## src/rtl/mc_main_control.sv

```systemverilog
// Multi-cycle main control FSM feeding alu_control; counts retired instructions.
// Define MEM_WAIT_EN to stall memory states on mem_ready with a timeout.
module mc_main_control #(
  parameter int CNT_W      = 16,
  parameter int WAIT_LIMIT = 15
) (
  input  logic             clk,
  input  logic             rst_n,
  input  logic             run,
  input  logic [5:0]       opcode,
  input  logic             mem_ready,
  output logic [2:0]       ALUop,
  output logic             pc_write,
  output logic             ir_write,
  output logic             mem_read,
  output logic             mem_write,
  output logic             reg_write,
  output logic             alu_src_imm,
  output logic             reg_dst_rd,
  output logic             mem_to_reg,
  output logic             branch_eq,
  output logic             branch_ne,
  output logic             jump,
  output logic             instr_done,
  output logic             illegal_op,
  output logic             mem_timeout,
  output logic [CNT_W-1:0] retired
);

  typedef enum logic [3:0] {
    S_IDLE, S_IFETCH, S_DECODE, S_EXEC_R,
    S_WB_R, S_ADDR, S_MEM_RD, S_WB_MEM,
    S_MEM_WR, S_BRANCH, S_EXEC_I, S_WB_I,
    S_JUMP, S_ILLEGAL
  } state_t;

  localparam logic [5:0] OP_R    = 6'b000000;
  localparam logic [5:0] OP_LW   = 6'b100011;
  localparam logic [5:0] OP_SW   = 6'b101011;
  localparam logic [5:0] OP_BEQ  = 6'b000100;
  localparam logic [5:0] OP_BNE  = 6'b000101;
  localparam logic [5:0] OP_ADDI = 6'b001000;
  localparam logic [5:0] OP_ANDI = 6'b001100;
  localparam logic [5:0] OP_ORI  = 6'b001101;
  localparam logic [5:0] OP_SLTI = 6'b001010;
  localparam logic [5:0] OP_J    = 6'b000010;

  state_t           state_q, state_d;
  logic [5:0]       op_q, op_d;
  logic [CNT_W-1:0] retired_q, retired_d;
  logic             mem_ok;
  logic             wait_exp;
  logic             tmo_set;
  state_t           final_nxt;

  assign final_nxt = run ? S_IFETCH : S_IDLE;

`ifdef MEM_WAIT_EN
  localparam int WW = $clog2(WAIT_LIMIT + 1);
  localparam logic [WW-1:0] WLAST = WW'(WAIT_LIMIT - 1);

  logic [WW-1:0] wait_q;
  logic          to_q;

  assign mem_ok      = mem_ready;
  assign wait_exp    = !mem_ready && (wait_q == WLAST);
  assign mem_timeout = to_q;

  // Counter restarts whenever a new state is entered.
  always_ff @(posedge clk) begin
    if (!rst_n) begin
      wait_q <= '0;
      to_q   <= 1'b0;
    end else begin
      wait_q <= (state_d != state_q) ? '0 : wait_q + 1'b1;
      if (tmo_set) to_q <= 1'b1;
    end
  end
`else
  logic unused_sig;

  assign mem_ok      = 1'b1;
  assign wait_exp    = 1'b0;
  assign mem_timeout = 1'b0;
  assign unused_sig  = ^{mem_ready, tmo_set, (WAIT_LIMIT == 0)};
`endif

  always_ff @(posedge clk) begin
    if (!rst_n) begin
      state_q   <= S_IDLE;
      op_q      <= '0;
      retired_q <= '0;
    end else begin
      state_q   <= state_d;
      op_q      <= op_d;
      retired_q <= retired_d;
    end
  end

  always_comb begin
    state_d = state_q;
    op_d    = op_q;
    tmo_set = 1'b0;
    unique case (state_q)
      S_IDLE: if (run) state_d = S_IFETCH;
      S_IFETCH: begin
        if (mem_ok) state_d = S_DECODE;
        else if (wait_exp) begin
          state_d = S_IDLE;
          tmo_set = 1'b1;
        end
      end
      S_DECODE: begin
        op_d = opcode;
        unique case (1'b1)
          (opcode == OP_R):  state_d = S_EXEC_R;
          (opcode == OP_LW),
          (opcode == OP_SW): state_d = S_ADDR;
          (opcode == OP_BEQ),
          (opcode == OP_BNE): state_d = S_BRANCH;
          (opcode == OP_ADDI),
          (opcode == OP_ANDI),
          (opcode == OP_ORI),
          (opcode == OP_SLTI): state_d = S_EXEC_I;
          (opcode == OP_J):  state_d = S_JUMP;
          default:           state_d = S_ILLEGAL;
        endcase
      end
      S_EXEC_R: state_d = S_WB_R;
      S_ADDR:   state_d = (op_q == OP_SW) ? S_MEM_WR : S_MEM_RD;
      S_MEM_RD: begin
        if (mem_ok) state_d = S_WB_MEM;
        else if (wait_exp) begin
          state_d = S_IDLE;
          tmo_set = 1'b1;
        end
      end
      S_MEM_WR: begin
        if (mem_ok) state_d = final_nxt;
        else if (wait_exp) begin
          state_d = S_IDLE;
          tmo_set = 1'b1;
        end
      end
      S_EXEC_I: state_d = S_WB_I;
      S_WB_R, S_WB_MEM, S_BRANCH,
      S_WB_I, S_JUMP, S_ILLEGAL: state_d = final_nxt;
      default: state_d = S_IDLE;
    endcase
  end

  always_comb begin
    ALUop       = 3'b000;
    pc_write    = 1'b0;
    ir_write    = 1'b0;
    mem_read    = 1'b0;
    mem_write   = 1'b0;
    reg_write   = 1'b0;
    alu_src_imm = 1'b0;
    reg_dst_rd  = 1'b0;
    mem_to_reg  = 1'b0;
    branch_eq   = 1'b0;
    branch_ne   = 1'b0;
    jump        = 1'b0;
    instr_done  = 1'b0;
    illegal_op  = 1'b0;
    unique case (state_q)
      S_IFETCH: begin
        mem_read = 1'b1;
        ir_write = 1'b1;
        pc_write = 1'b1;
      end
      S_EXEC_R: ALUop = 3'b111;
      S_WB_R: begin
        reg_write  = 1'b1;
        reg_dst_rd = 1'b1;
        instr_done = 1'b1;
      end
      S_ADDR:   alu_src_imm = 1'b1;
      S_MEM_RD: mem_read = 1'b1;
      S_WB_MEM: begin
        reg_write  = 1'b1;
        mem_to_reg = 1'b1;
        instr_done = 1'b1;
      end
      // A stalled store only retires once memory accepts it.
      S_MEM_WR: begin
        mem_write  = 1'b1;
        instr_done = mem_ok;
      end
      S_BRANCH: begin
        ALUop      = 3'b001;
        branch_eq  = (op_q == OP_BEQ);
        branch_ne  = (op_q == OP_BNE);
        instr_done = 1'b1;
      end
      S_EXEC_I: begin
        alu_src_imm = 1'b1;
        unique case (1'b1)
          (op_q == OP_ANDI): ALUop = 3'b100;
          (op_q == OP_ORI):  ALUop = 3'b101;
          (op_q == OP_SLTI): ALUop = 3'b110;
          default:           ALUop = 3'b000;
        endcase
      end
      S_WB_I: begin
        reg_write  = 1'b1;
        instr_done = 1'b1;
      end
      S_JUMP: begin
        jump       = 1'b1;
        instr_done = 1'b1;
      end
      S_ILLEGAL: illegal_op = 1'b1;
      default: ;
    endcase
  end

  assign retired_d = instr_done ? retired_q + CNT_W'(1) : retired_q;
  assign retired   = retired_q;

endmodule

```

## config.mk

```make
export PLATFORM = sky130hd
export DESIGN_NAME = mc_main_control
export DESIGN_NICKNAME = d
export VERILOG_FILES = /design/src/rtl/mc_main_control.sv
export SDC_FILE = /design/constraint.sdc
export NUM_CORES = 1
export LEC_CHECK = 0
export BUFFER_PORTS_ARGS = -buffer_cell sky130_fd_sc_hd__buf_4
export CORE_MARGIN = 2
export CORE_UTILIZATION = 47
export DETAILED_ROUTE_END_ITERATION = 8
export GPL_TIMING_DRIVEN = 0
export PLACE_DENSITY_LB_ADDON = 0.25
export SLEW_MARGIN = 20
export SYNTH_ARGS = -nofsm -noshare
export SYNTH_HDL_FRONTEND = slang
export SYNTH_SLANG_ARGS = --single-unit
```

## constraint.sdc

```tcl
create_clock -name clk -period 1.6 [get_ports clk]
set_input_delay 0.32 -clock clk [delete_from_list [all_inputs] [get_ports clk]]
set_output_delay 0.32 -clock clk [all_outputs]
set_load 0.02 [all_outputs]
```

==> summary.md, run 1 <==
| Metric | Value |
|---|---|
| Clock tree buffer depth | `2` |
| Seq. cell area | `541 um^2` |
| Outcome | `complete, but fails checks` |
| Mapped Nets | `212` |
| Worst-path clk slew | `0.16 ns` |
| Layout Nets | `284` |
| Fillers | `161` |
| Multi-input gate area | `0.00126 mm^2` |
| Tmin final | `2.01 ns` |
| Post-synth EDFFs | `0` |
| Global-route wire length before repair | `7.03 mm` |
| Syn_area_per_cell | `7.76 um^2` |
| RSZ-0062 raised after global routing | `yes` |
| Root buf cell | `clkbuf_4` |
| Hpwl dp | `2.85 mm` |
| Final WL | `6.49 mm` |
| Post-route setup slack | `-0.412 ns` |
| Mapped cell area | `0.00156 mm^2` |
| Die Ht | `61.6 um` |
| Max stage delay on crit path | `0.39 ns` |
| Reg2reg setup slack | `-0.35 ns` |
| Via count | `2017` |
| Violated checks | `setup timing` |
| CTS Sinks | `26` |
| Slew @ Worst Pin | `0.652 ns` |
| WHS | `0.248 ns` |
| Most common cell on crit path | `buf_6` |
| Maxcap violations | `0` |
| Share of synthesized registers carrying an async set or reset | `0` |
| WP data arrival | `1.69 ns` |
| Final setup viols | `40` |
| Final antenna-violating net count | `0` |
| Drt wl/cell | `20.5 um` |
| Grt total ovfl | `0` |
| Crit. End Element | `output pin` |
| Worst-Skew Late Latency | `0.34 ns` |
| Final hold violation count | `0` |
| Drt pass-1 iters | `5` |
| Die X | `61.6 um` |
| Post-synthesis sequential area ratio | `0.334` |
| Primary FF master, synth | `dfxtp_1` |
| Startpoint types | `flop` |
| Post-Place Setup Slack | `-0.208 ns` |
| Placer Congestion | `0.890` |
| Die ar. | `0.00379 mm^2` |
| Row cnt | `20` |
| Pwr Density | `455 mW/mm^2` |
| Worst path cell trace | `buf_6, buf_4, buf_6, xnor2_1, o22ai_4, buf_6` |
| Critical path class | `reg -> out` |
| Fin crit share | `1.26` |
| CORE AREA | `0.00310 mm^2` |
| Starting DRT DRC Count | `264` |
| Leak Pwr | `0.981 nW` |
| Synth cell types | `47` |
| Num CTS Buffers | `3` |
| Top Ports | `43` |
| FF+latch count, synth | `26` |
| Slew Viols, Final | `0` |
| Max VDD drop | `0.000668 V` |
| Max H-tree Level | `1` |
| Crit path required time | `1.28 ns` |
| Total track usage | `0.251` |
| Initial antenna violation count | `0` |
| Area Growth Syn to Fin | `71.9%` |
| Largest net degree at the start of global routing | `15` |
| Antenna cells | `0` |
| Final Skew | `0.0240 ns` |
| CTS tree | `built` |
| Max frequency | `0.497 GHz` |
| Initial Util | `0.502` |
| CP max FO | `6` |
| Worst path slowest cell | `dfxtp_4` |
| Power Total | `1.22 mW` |
| Drt drc | `0` |
| Vias in the first global route | `1448` |
| Post-synthesis instance total | `201` |
| Port Buffers | `40` |
| Hold crit path type | `in -> reg` |
| Number of vias per cell | `6.38` |
| Ys Warns | `0` |
| Share of layout cells above drive strength 1 | `0.537` |
| Slew HR | `0.560` |
state kept, by name (all words and copies together) (netlist names):
signal	flops
retired	16
op_q	6
state_q	4
synth_stat cells, types with 7 or more instances:
master,instances,area share
o21ai_0,8,0.026
mux2i_1,7,0.045
or4_1,7,0.034
inv_1,7,0.017
nand2b_1,7,0.028
a21oi_1,18,0.058
dfxtp_1,26,0.33
nor2_1,18,0.043
nand2_1,18,0.043
or3_1,8,0.032
timing repair:
item                       4_1_cts  5_1_grt
setup endpoints to repair       38       39
setup buffers                   15       13
gates cloned                     1        1
gates resized for setup         52       60
hold buffers                     0        0
pin swaps                       22       13
routing by layer:
metal | global-route usage | wire [um]
met4 | 0.0426 | 309
met2 | 0.371 | 3070
met3 | 0.0441 | 563
met5 | 0 | 0
met1 | 0.385 | 2550
worst max-delay path, delay by kind of cell, from the launching register on:
family                 cells  cell delay [ns]
AO/OA/AOI/OAI              1             0.11
XOR/XNOR                   1             0.29
buffers and inverters      4             0.54
flip-flops                 1             0.39
cell type report:
cell class,instances,share of cell area
inverter,7,0.0126
multi-input combinational,154,0.472
tap,44,0.0205
sequential,26,0.202
clock buffer,4,0.0135
buffer,12,0.0462
timing repair buffer,69,0.233
kinds of logic after synthesis:
| kind of cell | Yosys count | share of synthesized area |
|---|---|---|
| buffers and inverters | 21 | 0.0602 |
| and+or+nand+nor | 88 | 0.307 |
| DFF | 26 | 0.334 |
| muxes | 7 | 0.0449 |
| xor gates and xnor gates | 3 | 0.0169 |
| other | 1 | 0.00241 |
| AOI/OAI and AO/OA | 54 | 0.226 |
| adders and majority gates | 1 | 0.00802 |
report_power, final:
part / leakage [nW] / switching (mW) / total [mW] / internal, mW
Combinational: 0.745 / 0.115 / 0.218 / 0.104
Sequential: 0.215 / 0.00817 / 0.656 / 0.648
Clock: 0.0210 / 0.204 / 0.344 / 0.139
Total: 0.981 / 0.327 / 1.22 / 0.891
per-stage QoR:
stage / util / setup TNS, ns / instance area, um^2 / cells
finish: 0.864 / -8.33 / 2680 / 316
global route: 0.864 / -9.60 / 2680 / 316
CTS: 0.763 / -6.12 / 2370 / 304
detailed placement: 0.646 / -2.63 / 2010 / 285
global placement: 0.646 / -2.11 / 2010 / 285
floorplan: - / -0.0750 / 1650 / 201
placed cells by master, fill, tap and decap left out, types with 3 or more instances in the layout:
cell type and instances:
o21ai_0 5, clkbuf_1 3, inv_1 5, nand3_1 5, nand4_1 6, or3_1 6
dfxtp_1 16, or4_1 4, buf_4 43, nand2_1 15, nand2b_4 5, or4_4 3
clkbuf_4 3, dfxtp_2 7, a21oi_1 11, dfxtp_4 3, a21oi_2 7, nor2_1 12
buf_6 29, nor2_4 4, mux2i_1 7, o31ai_2 3
path summary, 6_finish.rpt:
check	to	startpoint	depth (start not counted)
worst max register to register	retired[14]$_SDFFE_PN0P_	state_q[3]$_SDFFE_PN0P_	6
worst max-delay path	ALUop[0]	state_q[1]$_SDFFE_PN0P_	6
worst min-delay path	state_q[0]$_SDFFE_PN0P_	rst_n	3
worst min register to register	retired[1]$_SDFFE_PN0P_	retired[1]$_SDFFE_PN0P_	2
No activity file was read; power rests on OpenSTA's default activity.
==> run 2: changes to the inputs <==
BUFFER_PORTS_ARGS = unset   (was -buffer_cell sky130_fd_sc_hd__buf_4)
CORE_UTILIZATION = 56   (was 47)
DONT_BUFFER_PORTS = 1   (was unset)
==> run 2 against run 1 <==
Net effect:
- hold slack got worse by 0.17 ns
- sequential cell count stayed put
- die area shrank 15%
- global-route usage rose by 10 points
- first-iteration DRC count is 25% lower
- wire length is 15% higher
- utilization grew 5.2 points
- largest cell class unchanged
- the flow still finishes with violations (setup timing)
- clock skew rose by 0.00083 ns
- design area down 7.4%
==> summary.md, run 2 (synthesis gave the netlist of run 1 again) <==
| Metric | Value |
|---|---|
| Outcome | `complete, but fails checks` |
| Violated checks | `setup timing` |
| Placer Congestion | `0.936` |
| CORE AREA | `0.00271 mm^2` |
| Grt total ovfl | `0` |
| Max VDD drop | `0.000581 V` |
| Worst path cell trace | `a21bo_4, a211o_4, buf_8, buf_6, buf_12, o31ai_2, a21oi_1` |
| Placed instance area | `0.00169 mm^2` |
| Via count | `1980` |
| Routed length on met3 | `724 um` |
| Starting DRT DRC Count | `197` |
| Initial Util | `0.575` |
| Final cell count without fillers | `266` |
| Top routing layer in use | `met4` |
| Crit path required time | `1.80 ns` |
| Root buf cell | `clkbuf_4` |
| Power Total | `1.31 mW` |
| Final setup viols | `36` |
| Fin Setup TNS | `-7.75 ns` |
| Fin crit share | `1.24` |
| Hold crit path type | `in -> reg` |
| Leak Pwr | `0.800 nW` |
| Post-route setup slack | `-0.379 ns` |
| Layout Nets | `247` |
| WL met2 | `3.51 mm` |
| Final antenna-violating net count | `0` |
| Hpwl dp | `2.85 mm` |
| Num CTS Buffers | `3` |
| Initial antenna violation count | `0` |
| Final hold violation count | `0` |
| Hold buffers post-CTS | `0` |
| CP max FO | `9` |
| Max stage delay on crit path | `0.44 ns` |
| Share of layout cells above drive strength 1 | `0.519` |
| Drt wl/cell | `28.0 um` |
| Slew HR | `0.532` |
| Crit. End Element | `flop` |
| Critical path class | `reg -> reg` |
| Die ar. | `0.00322 mm^2` |
| Worst path slowest cell | `dfxtp_4` |
| Clock tree buffer depth | `2` |
| Tmin final | `1.98 ns` |
| Final Skew | `0.0249 ns` |
| Slew @ Worst Pin | `0.701 ns` |
| Largest net degree at the start of global routing | `16` |
| Worst-Skew Late Latency | `0.34 ns` |
| Commonest non-fill, non-tap cell in the layout | `buf_4` |
| Max reg flops | `16` |
| Row cnt | `19` |
| Met1 WL | `2.73 mm` |
| CTS tree | `built` |
| Maxcap violations | `0` |
| Antenna cells | `0` |
| Max frequency | `0.505 GHz` |
| Post-Place Setup Slack | `-0.281 ns` |
| WP data arrival | `2.17 ns` |
| Vias in the first global route | `1761` |
| Drt pass-1 iters | `5` |
| Total track usage | `0.350` |
| Die X | `56.8 um` |
| Global-route wire length before repair | `8.70 mm` |
| CTS Sinks | `26` |
| Most frequent cells in the layout | `buf_4, nand2_1, nor2_1, buf_6, dfxtp_1` |
| Final WL | `7.45 mm` |
| RSZ-0062 raised after global routing | `yes` |
| Area Growth Syn to Fin | `59.1%` |
| Drt drc | `0` |
| Die Ht | `56.8 um` |
| Top Ports | `43` |
| Startpoint types | `flop` |
| Number of vias per cell | `7.44` |
| Port Buffers | `0` |
| Max H-tree Level | `1` |
| Worst-path clk slew | `0.17 ns` |
| Slew Viols, Final | `0` |
| Placed Cells | `232` |
| Design area | `0.00248 mm^2` |
| Pwr Density | `527 mW/mm^2` |
run 2: cell count changes in the layout (fill, tap and decap cells not counted), moves of 3 or more:
cell,delta
dfxtp_4,+7
buf_6,-17
buf_4,-22
dfxtp_1,-4
dfxtp_2,-3
run 2: power by group:
group | leakage (nW) | total, mW | switching (mW) | internal, mW
clock | 0.0279 | 0.475 | 0.222 | 0.253
combinational | 0.552 | 0.186 | 0.103 | 0.0832
sequential | 0.220 | 0.646 | 0.00923 | 0.637
total | 0.800 | 1.31 | 0.334 | 0.973
run 2: stage by stage:
| step | util | hold slack (ns) |
|---|---|---|
| global placement | 0.623 | 0.449 |
| finish | 0.916 | 0.0826 |
| CTS | 0.810 | 0.0802 |
| global route | 0.916 | 0.0737 |
| detailed placement | 0.623 | 0.452 |
| floorplan | - | 0.438 |
run 2: worst paths after layout:
path	slack [ns]	start	depth (start not counted)	to
setup reg to reg	-0.38	state_q[0]$_SDFFE_PN0P_	7	retired[5]$_SDFFE_PN0P_
setup / recovery	-0.38	state_q[0]$_SDFFE_PN0P_	7	retired[5]$_SDFFE_PN0P_
hold reg to reg	0.56	retired[1]$_SDFFE_PN0P_	2	retired[1]$_SDFFE_PN0P_
hold / removal	0.08	rst_n	1	retired[13]$_SDFFE_PN0P_
run 2: cell type report:
cell class | count | area, um^2
Buffer | 11 | 126
Clock buffer | 3 | 22.5
Clock inverter | 1 | 30.0
Fill cell | 100 | 229
Inverter | 7 | 33.8
Multi-Input combinational cell | 154 | 1360
Sequential cell | 26 | 563
Tap cell | 31 | 38.8
Timing Repair Buffer | 33 | 308
run 2: repair_timing:
item,in CTS,in global routing
pin swaps,27,26
cloned,1,0
setup buffers,22,11
resized for setup,70,58
setup endpoints to repair,37,40
run 2: layer usage:
metal  vias to the layer above  track usage
met2                       178        0.571
met5                         -            0
met1                       928        0.418
met3                        59       0.0899
li1                        815            -
met4                         0        0.193
run 2: critical path: cells and delay by family (launching register included):
kind | cells | cell delay [ns]
AOI/OAI and AO/OA | 4 | 1.00
DFF | 1 | 0.44
buffers and inverters | 3 | 0.38
==> run 3: changes to the inputs <==
ABC_AREA = 1   (was unset)
==> run 3 against run 2 <==
Net effect:
- the run ends with DRC, setup timing left
- worst setup slack got worse by 0.020 ns
- hold slack better by 0.056 ns
- area after synthesis rose by 7.9%
- critical path depth decreased by 1
- non-clock buffer count down 26
- via count down 5.9%
- critical path type is now reg -> out
- critical endpoint is now branch_ne
==> summary.md, run 3 <==
| Metric | Value |
|---|---|
| CTS tree | `built` |
| Area Growth Syn to Fin | `23.0%` |
| Placed Cells | `316` |
| HP Start | `rst_n` |
| Primary FF master, synth | `dfxtp_1` |
| Final setup viols | `11` |
| Mapped cell area | `0.00168 mm^2` |
| Layout Nets | `312` |
| Slew Viols, Final | `0` |
| FF+latch count, synth | `26` |
| CORE AREA | `0.00281 mm^2` |
| Post-synthesis sequential area ratio | `0.309` |
| Post-layout util | `0.738` |
| Count leader, synth | `nand2_1` |
| Tmin final | `2.00 ns` |
| Vias in the first global route | `1689` |
| Synth cell types | `26` |
| Total track usage | `0.276` |
| Placer Congestion | `0.888` |
| Max stage delay on crit path | `0.41 ns` |
| Num CTS Buffers | `3` |
| Slew HR | `0.564` |
| Hold crit path type | `in -> reg` |
| Final hold violation count | `0` |
| Worst Hold End | `op_q[4]$_SDFFE_PN0P_` |
| Syn_area_per_cell | `5.90 um^2` |
| RSZ-0062 raised after global routing | `yes` |
| Largest cells by area after synthesis | `dfxtp_1, nand2_1, nor2_1` |
| Reg2reg setup slack | `0.11 ns` |
| Final antenna-violating net count | `0` |
| Critical path class | `reg -> out` |
| Clock tree buffer depth | `2` |
| Worst-Skew Late Latency | `0.33 ns` |
| Drt wl/cell | `14.1 um` |
| Pwr Density | `1180 mW/mm^2` |
| Die Ht | `58.8 um` |
| Crit path depth | `6` |
| Drt drc | `3` |
| Mapped Nets | `296` |
| Final Skew | `0.0132 ns` |
| Starting DRT DRC Count | `176` |
| Sequential power share | `0.359` |
| Drt pass-1 iters | `6` |
| Largest net degree at the start of global routing | `15` |
| Power Total | `2.45 mW` |
| Die X | `58.8 um` |
| Fillers | `226` |
| Seq. cell area | `551 um^2` |
| Crit. End Element | `output pin` |
| Maxcap violations | `0` |
| Fin crit share | `1.25` |
| Row cnt | `19` |
| Top Family by Delay on Critical Path | `simple AND/OR/NAND/NOR gates` |
| Antenna cells | `0` |
| Critical path buffer and inverter count | `2` |
| Max VDD drop | `0.000783 V` |
| Worst path slowest cell | `dfxtp_4` |
| Share of synthesized registers carrying an async set or reset | `0` |
| Max reg flops | `16` |
| WHS | `0.139 ns` |
| Max frequency | `0.500 GHz` |
| CTS Sinks | `26` |
| Placed instance area | `0.00172 mm^2` |
| Worst-path clk slew | `0.15 ns` |
| Initial Util | `0.600` |
| Reg2Reg Depth | `9` |
| Comb pwr share | `0.503` |
| Top Ports | `43` |
| Hpwl dp | `2.94 mm` |
| Final WL | `4.67 mm` |
| Violated checks | `DRC, setup timing` |
| Outcome | `complete, but fails checks` |
| Ys Warns | `0` |
| Via count | `1864` |
| Reg2Reg Capture Point | `retired[6]$_SDFFE_PN0P_` |
| Crit path required time | `1.28 ns` |
| Post-synthesis instance total | `285` |
| P_sw | `1.11 mW` |
| Net Sw Frac | `0.455` |
| Cell Int Power | `1.34 mW` |
| Root buf cell | `clkbuf_4` |
| Max H-tree Level | `1` |
| Top cells by count, synth | `nand2_1, nor2_1, inv_1` |
| Most frequent cells in the layout | `nand2_1, nor2_1, inv_1, a21oi_1, nand3_1` |
| Final cell count without fillers | `331` |
| Post-route setup slack | `-0.399 ns` |
| Startpoint types | `flop` |
| Hold buffers post-CTS | `0` |
| Slew @ Worst Pin | `0.647 ns` |
| CP max FO | `4` |
| Global-route wire length before repair | `7.38 mm` |
| R2R Path Start | `state_q[0]$_SDFFE_PN0P_` |
| Grt total ovfl | `0` |
| Commonest non-fill, non-tap cell in the layout | `nand2_1` |
| Worst path cell trace | `inv_2, nor2_4, inv_2, nor2_4, nand4_1, nor3_4` |
| Design area | `0.00207 mm^2` |
| Port Buffers | `0` |
| Die ar. | `0.00346 mm^2` |
| WP data arrival | `1.68 ns` |
| Hold depth | `2` |
| Post-synth EDFFs | `0` |
| Cell taking the most area after synthesis | `dfxtp_1` |
| Synth top area share | `0.309` |
| Initial antenna violation count | `0` |
| Leak Pwr | `0.783 nW` |
| Clk pwr share | `0.138` |
| Number of vias per cell | `5.63` |
| Share of layout cells above drive strength 1 | `0.273` |
| Multi-input gate area | `0.00113 mm^2` |
-- run 3: how the worst max path moves through the flow --
stage,start,end
3_3_place_gp,state_q[3]$_SDFFE_PN0P_,branch_ne
6_report,state_q[0]$_SDFFE_PN0P_,branch_ne
2_1_floorplan,state_q[3]$_SDFFE_PN0P_,branch_eq
3_5_place_dp,state_q[3]$_SDFFE_PN0P_,branch_ne
5_1_grt,state_q[0]$_SDFFE_PN0P_,branch_ne
4_1_cts,state_q[0]$_SDFFE_PN0P_,branch_ne
-- run 3: repair_timing --
action / 4_1_cts / 5_1_grt
pin swaps: 8 / 10
gates resized for setup: 52 / 30
setup buffers: 15 / 4
endpoints found under the setup margin: 17 / 22
-- run 3: layout make-up --
type,instances,share of cell area
sequential,26,0.266
buffer,7,0.0314
timing repair buffer,11,0.0399
multi-input combinational,210,0.547
clock buffer,4,0.0175
tap,31,0.0187
inverter,42,0.0798
-- run 3: cells by family (layout without fill, tap and decap cells) --
logic type | count (synthesis) | in the layout | synth area share
xor gates and xnor gates | 3 | 3 | 0.0156
DFF | 26 | 26 | 0.309
and+or+nand+nor | 164 | 164 | 0.412
buffers and inverters | 49 | 64 | 0.130
adders and majority gates | 1 | 1 | 0.00743
other | 1 | 1 | 0.00223
AOI/OAI and AO/OA | 41 | 41 | 0.123
-- run 3: power by group through the flow --
| stage | clock, mW | sequential [mW] | combinational (mW) |
|---|---|---|---|
| 4_1_cts | 0.342 | 0.849 | 1.12 |
| 3_5_place_dp | 0 | 0.843 | 0.758 |
| 6_report | 0.337 | 0.880 | 1.23 |
| 2_1_floorplan | 0 | 0.824 | 0.642 |
| 3_3_place_gp | 0 | 0.841 | 0.748 |
| 5_1_grt | 0.366 | 0.890 | 1.32 |
-- run 3: through the flow --
stage / setup slack, ns / TNS, ns
finish: -0.399 / -2.15
global route: -0.466 / -2.92
CTS: -0.355 / -2.23
detailed placement: -0.178 / -0.604
global placement: -0.148 / -0.353
floorplan: 0.00874 / 0
-- run 3: worst reg2reg max path, cell delays in order, from the launching register on --
cell     delay [ns]
dfxtp_4        0.39
buf_4          0.14
nor2_2         0.12
nand2_1        0.08
nand3_2        0.11
buf_6          0.12
buf_4          0.16
nand2_1        0.09
o21ai_1        0.13
a21oi_1        0.05
-- run 3: per-layer routing --
| metal | global-route usage | up-vias | part of all wire |
|---|---|---|---|
| met3 | 0.0637 | 15 | 0.095 |
| met5 | 0 | - | 0 |
| met4 | 0.0747 | 0 | 0.019 |
| li1 | - | 938 | - |
| met1 | 0.368 | 811 | 0.43 |
| met2 | 0.448 | 100 | 0.46 |
